## config.mk

```make
export PLATFORM = sky130hd
export DESIGN_NAME = mult_div_unit
export DESIGN_NICKNAME = d
export VERILOG_FILES = /design/src/rtl/md_pkg.sv /design/src/rtl/md_sign_adjust.sv /design/src/rtl/mult_div_unit.sv
export SDC_FILE = /design/constraint.sdc
export NUM_CORES = 1
export LEC_CHECK = 0
export ABC_AREA = 1
export CAP_MARGIN = 20
export CORE_MARGIN = 2
export CORE_UTILIZATION = 30
export DETAILED_ROUTE_END_ITERATION = 10
export SYNTH_ARGS = -nofsm -noshare
export SYNTH_HDL_FRONTEND = slang
export SYNTH_SLANG_ARGS = --single-unit
export TNS_END_PERCENT = 1
```

## constraint.sdc

```tcl
create_clock -name clk -period 4.05 [get_ports clk]
set_clock_uncertainty 0.2 [all_clocks]
set_input_delay 0.81 -clock clk [delete_from_list [all_inputs] [get_ports clk]]
set_output_delay 0.81 -clock clk [all_outputs]
set_load 0.02 [all_outputs]
```

## src/rtl/md_pkg.sv

```systemverilog
// Shared definitions for the iterative multiply/divide unit.
//   md_op_e    : operation encoding presented on the op port
//   md_state_e : sequencer states of mult_div_unit
package md_pkg;

    typedef enum logic [1:0] {
        MD_MULT  = 2'd0,
        MD_MULTU = 2'd1,
        MD_DIV   = 2'd2,
        MD_DIVU  = 2'd3
    } md_op_e;

    typedef enum logic [1:0] {
        IDLE = 2'd0,
        RUN  = 2'd1,
        FIN  = 2'd2
    } md_state_e;

endpackage

```

## src/rtl/md_sign_adjust.sv

```systemverilog
// Converts the unsigned magnitude result of the iterative datapath into the
// final two's-complement HI/LO pair. Purely combinational.
//   is_mul : 1 = mag is a 2*WIDTH product, 0 = mag is {remainder, quotient}
//   neg_hi : remainder must be negated (divide only)
//   neg_lo : product (multiply) or quotient (divide) must be negated
//   mag    : magnitude result {upper, lower}
//   hi/lo  : signed result halves
module md_sign_adjust
    import md_pkg::*;
#(
    parameter int WIDTH = 32
) (
    input  logic               is_mul,
    input  logic               neg_hi,
    input  logic               neg_lo,
    input  logic [2*WIDTH-1:0] mag,
    output logic [WIDTH-1:0]   hi,
    output logic [WIDTH-1:0]   lo
);

    logic [2*WIDTH-1:0] prod_s;
    logic [WIDTH-1:0]   quot_s;
    logic [WIDTH-1:0]   rem_s;

    // A product is negated as one 2*WIDTH quantity so the borrow crosses halves.
    assign prod_s = neg_lo ? -mag : mag;
    assign quot_s = neg_lo ? -mag[WIDTH-1:0] : mag[WIDTH-1:0];
    assign rem_s  = neg_hi ? -mag[2*WIDTH-1:WIDTH] : mag[2*WIDTH-1:WIDTH];

    assign hi = is_mul ? prod_s[2*WIDTH-1:WIDTH] : rem_s;
    assign lo = is_mul ? prod_s[WIDTH-1:0]       : quot_s;

endmodule

```

## src/rtl/mult_div_unit.sv

```systemverilog
// Iterative radix-2 multiply/divide unit with HI/LO result registers.
//   clk, rst          : clock, synchronous active-high reset
//   start, op, a, b   : operation request (accepted only while idle)
//   flush             : abort the in-flight operation without a result
//   hi_we, lo_we      : direct HI/LO writes from wdata while idle
//   busy              : operation in flight (state != IDLE)
//   done, div_by_zero : one-cycle completion pulse and its zero-divisor flag
//   hi, lo            : product halves / remainder and quotient
module mult_div_unit
    import md_pkg::*;
#(
    parameter  int WIDTH = 32,
    localparam int CNT_W = $clog2(WIDTH + 1)
) (
    input  logic             clk,
    input  logic             rst,
    input  logic             start,
    input  logic [1:0]       op,
    input  logic [WIDTH-1:0] a,
    input  logic [WIDTH-1:0] b,
    input  logic             flush,
    input  logic             hi_we,
    input  logic             lo_we,
    input  logic [WIDTH-1:0] wdata,
    output logic             busy,
    output logic             done,
    output logic             div_by_zero,
    output logic [WIDTH-1:0] hi,
    output logic [WIDTH-1:0] lo
);

    md_state_e          state_q, state_d;
    logic [CNT_W-1:0]   cnt_q, cnt_d;
    logic               is_mul_q, is_mul_d;
    logic               neg_hi_q, neg_hi_d;
    logic               neg_lo_q, neg_lo_d;
    logic               zero_div_q, zero_div_d;
    // Multiplicand (multiply) or divisor (divide) magnitude.
    logic [WIDTH-1:0]   opnd_q, opnd_d;
    // Multiply: {partial product, remaining multiplier bits}.
    // Divide:   {partial remainder, dividend bits / quotient bits}.
    logic [2*WIDTH-1:0] prod_q, prod_d;
    logic [WIDTH-1:0]   hi_q, hi_d;
    logic [WIDTH-1:0]   lo_q, lo_d;
    logic               done_q, done_d;
    logic               dbz_q, dbz_d;

    // Operand decode for the start cycle.
    logic             op_signed, op_div, a_neg, b_neg;
    logic [WIDTH-1:0] a_mag, b_mag;

    assign op_signed = (op == MD_MULT) || (op == MD_DIV);
    assign op_div    = (op == MD_DIV) || (op == MD_DIVU);
    assign a_neg     = op_signed & a[WIDTH-1];
    assign b_neg     = op_signed & b[WIDTH-1];
    assign a_mag     = a_neg ? -a : a;
    assign b_mag     = b_neg ? -b : b;

    // One shift-add step: add the multiplicand into the upper half when the
    // current multiplier bit is set, then shift the whole accumulator right.
    logic [WIDTH:0]     mul_sum;
    logic [2*WIDTH-1:0] mul_next;

    assign mul_sum  = {1'b0, prod_q[2*WIDTH-1:WIDTH]}
                    + (prod_q[0] ? {1'b0, opnd_q} : {(WIDTH+1){1'b0}});
    assign mul_next = {mul_sum, prod_q[WIDTH-1:1]};

    // One restoring-divide step: bring down the next dividend bit and subtract
    // the divisor if it fits. The partial remainder stays below the divisor, so
    // a WIDTH-bit difference is exact whenever the subtraction is taken.
    logic [WIDTH:0]     div_part;
    logic               div_ge;
    logic [WIDTH-1:0]   div_diff;
    logic [2*WIDTH-1:0] div_next;

    assign div_part = {prod_q[2*WIDTH-1:WIDTH], prod_q[WIDTH-1]};
    assign div_ge   = div_part >= {1'b0, opnd_q};
    assign div_diff = div_part[WIDTH-1:0] - opnd_q;
    assign div_next = {(div_ge ? div_diff : div_part[WIDTH-1:0]),
                       prod_q[WIDTH-2:0], div_ge};

    logic [WIDTH-1:0] adj_hi, adj_lo;

    md_sign_adjust #(.WIDTH(WIDTH)) u_sign_adjust (
        .is_mul (is_mul_q),
        .neg_hi (neg_hi_q),
        .neg_lo (neg_lo_q),
        .mag    (prod_q),
        .hi     (adj_hi),
        .lo     (adj_lo)
    );

    always_comb begin
        state_d    = state_q;
        cnt_d      = cnt_q;
        is_mul_d   = is_mul_q;
        neg_hi_d   = neg_hi_q;
        neg_lo_d   = neg_lo_q;
        zero_div_d = zero_div_q;
        opnd_d     = opnd_q;
        prod_d     = prod_q;
        hi_d       = hi_q;
        lo_d       = lo_q;
        done_d     = 1'b0;
        dbz_d      = dbz_q;

        unique case (state_q)
            IDLE: begin
                if (hi_we) hi_d = wdata;
                if (lo_we) lo_d = wdata;
                if (start && !flush) begin
                    cnt_d    = CNT_W'(WIDTH);
                    is_mul_d = !op_div;
                    state_d  = RUN;
                    if (op_div) begin
                        opnd_d     = b_mag;
                        prod_d     = {{WIDTH{1'b0}}, a_mag};
                        neg_lo_d   = a_neg ^ b_neg;
                        neg_hi_d   = a_neg;
                        zero_div_d = (b == '0);
                        if (b == '0) begin
                            // Keep the raw dividend; it is returned in HI.
                            prod_d  = {{WIDTH{1'b0}}, a};
                            state_d = FIN;
                        end
                    end else begin
                        opnd_d     = a_mag;
                        prod_d     = {{WIDTH{1'b0}}, b_mag};
                        neg_lo_d   = a_neg ^ b_neg;
                        neg_hi_d   = a_neg ^ b_neg;
                        zero_div_d = 1'b0;
                    end
                end
            end
            RUN: begin
                if (flush) begin
                    state_d = IDLE;
                end else begin
                    prod_d = is_mul_q ? mul_next : div_next;
                    cnt_d  = cnt_q - CNT_W'(1);
                    if (cnt_q == CNT_W'(1)) state_d = FIN;
                end
            end
            FIN: begin
                state_d = IDLE;
                if (!flush) begin
                    hi_d   = zero_div_q ? prod_q[WIDTH-1:0] : adj_hi;
                    lo_d   = zero_div_q ? {WIDTH{1'b1}} : adj_lo;
                    done_d = 1'b1;
                    dbz_d  = zero_div_q;
                end
            end
            default: state_d = IDLE;
        endcase
    end

    always_ff @(posedge clk) begin
        if (rst) begin
            state_q    <= IDLE;
            cnt_q      <= '0;
            is_mul_q   <= 1'b0;
            neg_hi_q   <= 1'b0;
            neg_lo_q   <= 1'b0;
            zero_div_q <= 1'b0;
            opnd_q     <= '0;
            prod_q     <= '0;
            hi_q       <= '0;
            lo_q       <= '0;
            done_q     <= 1'b0;
            dbz_q      <= 1'b0;
        end else begin
            state_q    <= state_d;
            cnt_q      <= cnt_d;
            is_mul_q   <= is_mul_d;
            neg_hi_q   <= neg_hi_d;
            neg_lo_q   <= neg_lo_d;
            zero_div_q <= zero_div_d;
            opnd_q     <= opnd_d;
            prod_q     <= prod_d;
            hi_q       <= hi_d;
            lo_q       <= lo_d;
            done_q     <= done_d;
            dbz_q      <= dbz_d;
        end
    end

    assign busy        = (state_q != IDLE);
    assign done        = done_q;
    assign div_by_zero = dbz_q;
    assign hi          = hi_q;
    assign lo          = lo_q;

endmodule

```

==> run summary <==
CRITICAL PATH
-------------------------------------------------------------------------------------
Maximum fanout along the worst path ....................................           40
Slowest library cell on the worst path .................................      dfxtp_1
Count of cell instances traversed by the critical path .................           14
Critical path origin ................................................... prod_q[38]$_SDFFE_PP0P_
Buf/Inv on CP ..........................................................            2
Worst path most repeated cell ..........................................      nand2_1
Critical-path cell list ................................................ ha_1, nand2_1, inv_2, a21oi_2, nand3_2, nand2_1, nand2_2, nand2_2, nand2_4, inv_4, nand2_1, nand3_1, nand2_1, a21oi_1
Worst setup slack for register-to-register paths .......................      0.79 ns
Kind of end point of the critical path .................................     register
Data arrival, critical path ............................................      3.49 ns
Startpoint types .......................................................     register
Worst setup path end ................................................... prod_q[53]$_SDFFE_PP0P_
Destination of the worst register-to-register timing path .............. prod_q[53]$_SDFFE_PP0P_
Launching point of the worst reg2reg path .............................. prod_q[38]$_SDFFE_PP0P_
Number of cells traversed by the worst register-to-register path .......           14
Req. time, crit path ...................................................      4.27 ns
Worst setup path class ................................................. register to register
Worst path max stage delay .............................................      0.62 ns
Dominant delay contributor by cell family on the critical path ......... simple AND/OR/NAND/NOR gates

CLOCK TREE
-------------------------------------------------------------------------------------
H-tree depth ...........................................................            4
Hold Buf Count CTS .....................................................            0
Number of sinks handled by clock tree synthesis ........................          174
Setup Buffers After CTS ................................................            0
Reg clk slew, reported paths ...........................................      0.08 ns
Clk Latency, worst-skew pair ...........................................      0.51 ns
Root cell of the clock tree ............................................    clkbuf_16
Post-cts gate resize count .............................................            0
Worst-case clock buffer depth ..........................................            2
TritonCTS clock tree ...................................................        built
Number of buffers created by CTS .......................................           17

GLOBAL ROUTING
-------------------------------------------------------------------------------------
First-pass GRT wire length .............................................    126000 um
Vias in the first global route .........................................        20.7k
Number of antenna violations at the first check in global routing ......            0
Residual overflow from global routing ..................................            0
Total global-route track usage .........................................        25.7%
Pin count of the biggest net entering global routing ...................          126

YOSYS
-------------------------------------------------------------------------------------
Share of async-settable or async-resettable flops after synthesis ......           0%
Post-synthesis average cell area .......................................    5.41 um^2
Yosys warning count ....................................................            0
Top cells by instance count after synthesis ............................ 1028 x nand2_1, 490 x inv_1, 352 x a21oi_1
Most numerous cell in the Yosys netlist ................................      nand2_1
Synthesized area .......................................................   18700 um^2
Post-synthesis register bit count ......................................          174
Syn nets ...............................................................         3635
Count of unique library cells instantiated by Yosys ....................           52
Post-synthesis instance total ..........................................         3459
Flip-flop cell with the highest count after synthesis ..................      dfxtp_1
Area share of the leading cell type in the synthesized netlist .........        20.6%
Largest cells by area after synthesis .................................. nand2_1 21%, dfxtp_1 19%, inv_1 9.8%
Sequential fraction of the synthesis area ..............................        18.6%
Post-synth EDFFs .......................................................            0
Most area-hungry cell type in the Yosys netlist ........................      nand2_1

RUN STATUS
-------------------------------------------------------------------------------------
Run status .............................................................    completed

JOB
-------------------------------------------------------------------------------------
Maximum Capacitance Violations .........................................            0

PLACE
-------------------------------------------------------------------------------------
Cell Area, Placed ......................................................   21300 um^2
Routability Congestion .................................................        0.999
Post-placement worst setup slack .......................................     0.579 ns
Number of cells in the design after placement ..........................         4382
PortBufs ...............................................................          170
Detailed placement HPWL ................................................     68700 um

STA
-------------------------------------------------------------------------------------
Clock period minus worst slack .........................................      3.26 ns
Number of max-slew violations in the final report ......................            0
RSZ-0062 raised after global routing ...................................           no
Post-layout worst setup margin .........................................     0.788 ns
Final hold viol count ..................................................            0
Sum of negative setup slack ............................................         0 ns
Worst-Margin Slew ......................................................     0.954 ns
Share of the clock period used by the worst path .......................        80.5%
Max frequency ..........................................................      307 MHz
Hold Slack .............................................................     0.273 ns
Finish-stage setup viols ...............................................            0
Remaining max-slew budget at the tightest pin ..........................        35.7%

DRT
-------------------------------------------------------------------------------------
Antenna Violating Nets Remaining .......................................            0
Post-route DRC violation count .........................................            0
DRT Wirelength .........................................................     85000 um
Vias/cell ..............................................................         5.25
Count of routing violations after the opening detailed-route iteration .         2385
DR vias ................................................................        23.2k
DR WL/cell .............................................................      19.3 um
Detailed-routing iteration count for the pre-antenna-repair pass .......            8

FINISH
-------------------------------------------------------------------------------------
Final cell area excluding filler cells .................................   21900 um^2
Number of inserted filler cells in the final layout ....................         7074
Number of nets in the layout ...........................................         3740
Total area of multi-input combinational cells ..........................   12700 um^2
Inserted Diodes ........................................................            0
Fraction of layout cells with a size suffix above 1 ....................        4.08%
Seq. cell area .........................................................    3490 um^2
Area grow syn2layout ...................................................        17.2%
Utilization of the core after routing ..................................        35.5%
Final instance count without filler cells ..............................         4414

FLOORPLANNING
-------------------------------------------------------------------------------------
Area of the die ........................................................   64300 um^2
Initial Utilization ....................................................        30.3%
Count of pins on the block boundary ....................................          171
Num rows ...............................................................           91
Vert. Die Dim ..........................................................       254 um
Placeable Area .........................................................   61700 um^2
Width of the chip ......................................................       254 um

HOLD PATH
-------------------------------------------------------------------------------------
Path type of the worst min-delay path .................................. register to register

POWER
-------------------------------------------------------------------------------------
Power density of the placed cells ......................................  294 nW/um^2
Pwr Total ..............................................................      6.45 mW
Maximum vdd drop .......................................................     0.253 mV
Static leakage .........................................................      10.9 nW

## sequential cells by signal, summed over array words and instances (netlist names)
signal / count
opnd_q: 32
neg_hi_q: 1
done: 1
state_q: 2
is_mul_q: 1
div_by_zero: 1
lo: 32
hi: 32
neg_lo_q: 1
zero_div_q: 1
prod_q: 64
cnt_q: 6
## layout make-up
cell class                      instances  area share, %
Multi-Input combinational cell       2645           58.2
Sequential cell                       174           15.9
Timing Repair Buffer                  226           9.83
Inverter                              500           8.58
Tap cell                              837           4.78
Clock buffer                           17           1.94
Clock inverter                         15          0.788
## power by group
group          internal (mW)  leakage [nW]  switching (mW)
clock network          0.829         0.289           0.899
registers               1.83          1.43           0.137
logic                  0.879          9.14            1.88
## placed cells by master (no fill, tap or decap), types with 3 or more instances in the layout
cell	synthesis	routed
a21oi_1	352	352
a31oi_1	17	17
and2_1	5	5
buf_12	1	3
buf_4	4	53
clkbuf_16	0	17
clkdlybuf4s50_1	0	169
clkinv_1	3	4
clkinv_4	0	3
clkinv_8	0	4
dfxtp_1	174	172
ha_1	70	70
inv_1	490	487
inv_2	6	8
inv_8	0	5
nand2_1	1028	1027
nand2_2	7	8
nand3_1	288	288
nand3b_1	19	19
nand4_1	31	31
nor2_1	336	332
nor2_2	9	12
nor2_4	3	4
nor3_1	36	36
nor4_1	3	3
o211ai_1	33	33
o21ai_0	277	277
o21bai_1	25	25
o31ai_1	11	11
or2_2	13	13
xnor2_1	11	11
xor2_1	44	44
## logic make-up after synthesis
kind of cell | after synthesis | synth area share [%]
AOI/OAI and AO/OA | 734 | 21.0
xor gates and xnor gates | 55 | 2.58
adders and majority gates | 72 | 4.90
buffers and inverters | 640 | 13.3
DFF | 174 | 18.6
and+or+nand+nor | 1784 | 39.6
## metal layers
metal / vias to the layer above / global-route usage (%) / share of wire (%)
li1: 11400 / - / -
met1: 10600 / 36.0 / 45
met2: 1049 / 39.7 / 44
met3: 140 / 4.46 / 8.2
met4: 0 / 8.84 / 3.3
met5: - / 0 / 0
## tightest hold or removal path, delay by kind of cell (launching register included)
kind	cells	cell delay, ns
simple gates	1	0.06
compound gates	1	0.05
flops	1	0.32
## how the worst min path moves through the flow
stage / start / endpoint / depth (start not counted)
2_1_floorplan: cnt_q[0]$_SDFFE_PP0P_ / cnt_q[0]$_SDFFE_PP0P_ / 1
3_3_place_gp: div_by_zero$_SDFFE_PP0P_ / div_by_zero$_SDFFE_PP0P_ / 2
3_5_place_dp: div_by_zero$_SDFFE_PP0P_ / div_by_zero$_SDFFE_PP0P_ / 2
4_1_cts: div_by_zero$_SDFFE_PP0P_ / div_by_zero$_SDFFE_PP0P_ / 2
5_1_grt: div_by_zero$_SDFFE_PP0P_ / div_by_zero$_SDFFE_PP0P_ / 2
6_report: div_by_zero$_SDFFE_PP0P_ / div_by_zero$_SDFFE_PP0P_ / 2
Note: power is estimated with default switching activity, not from simulation.
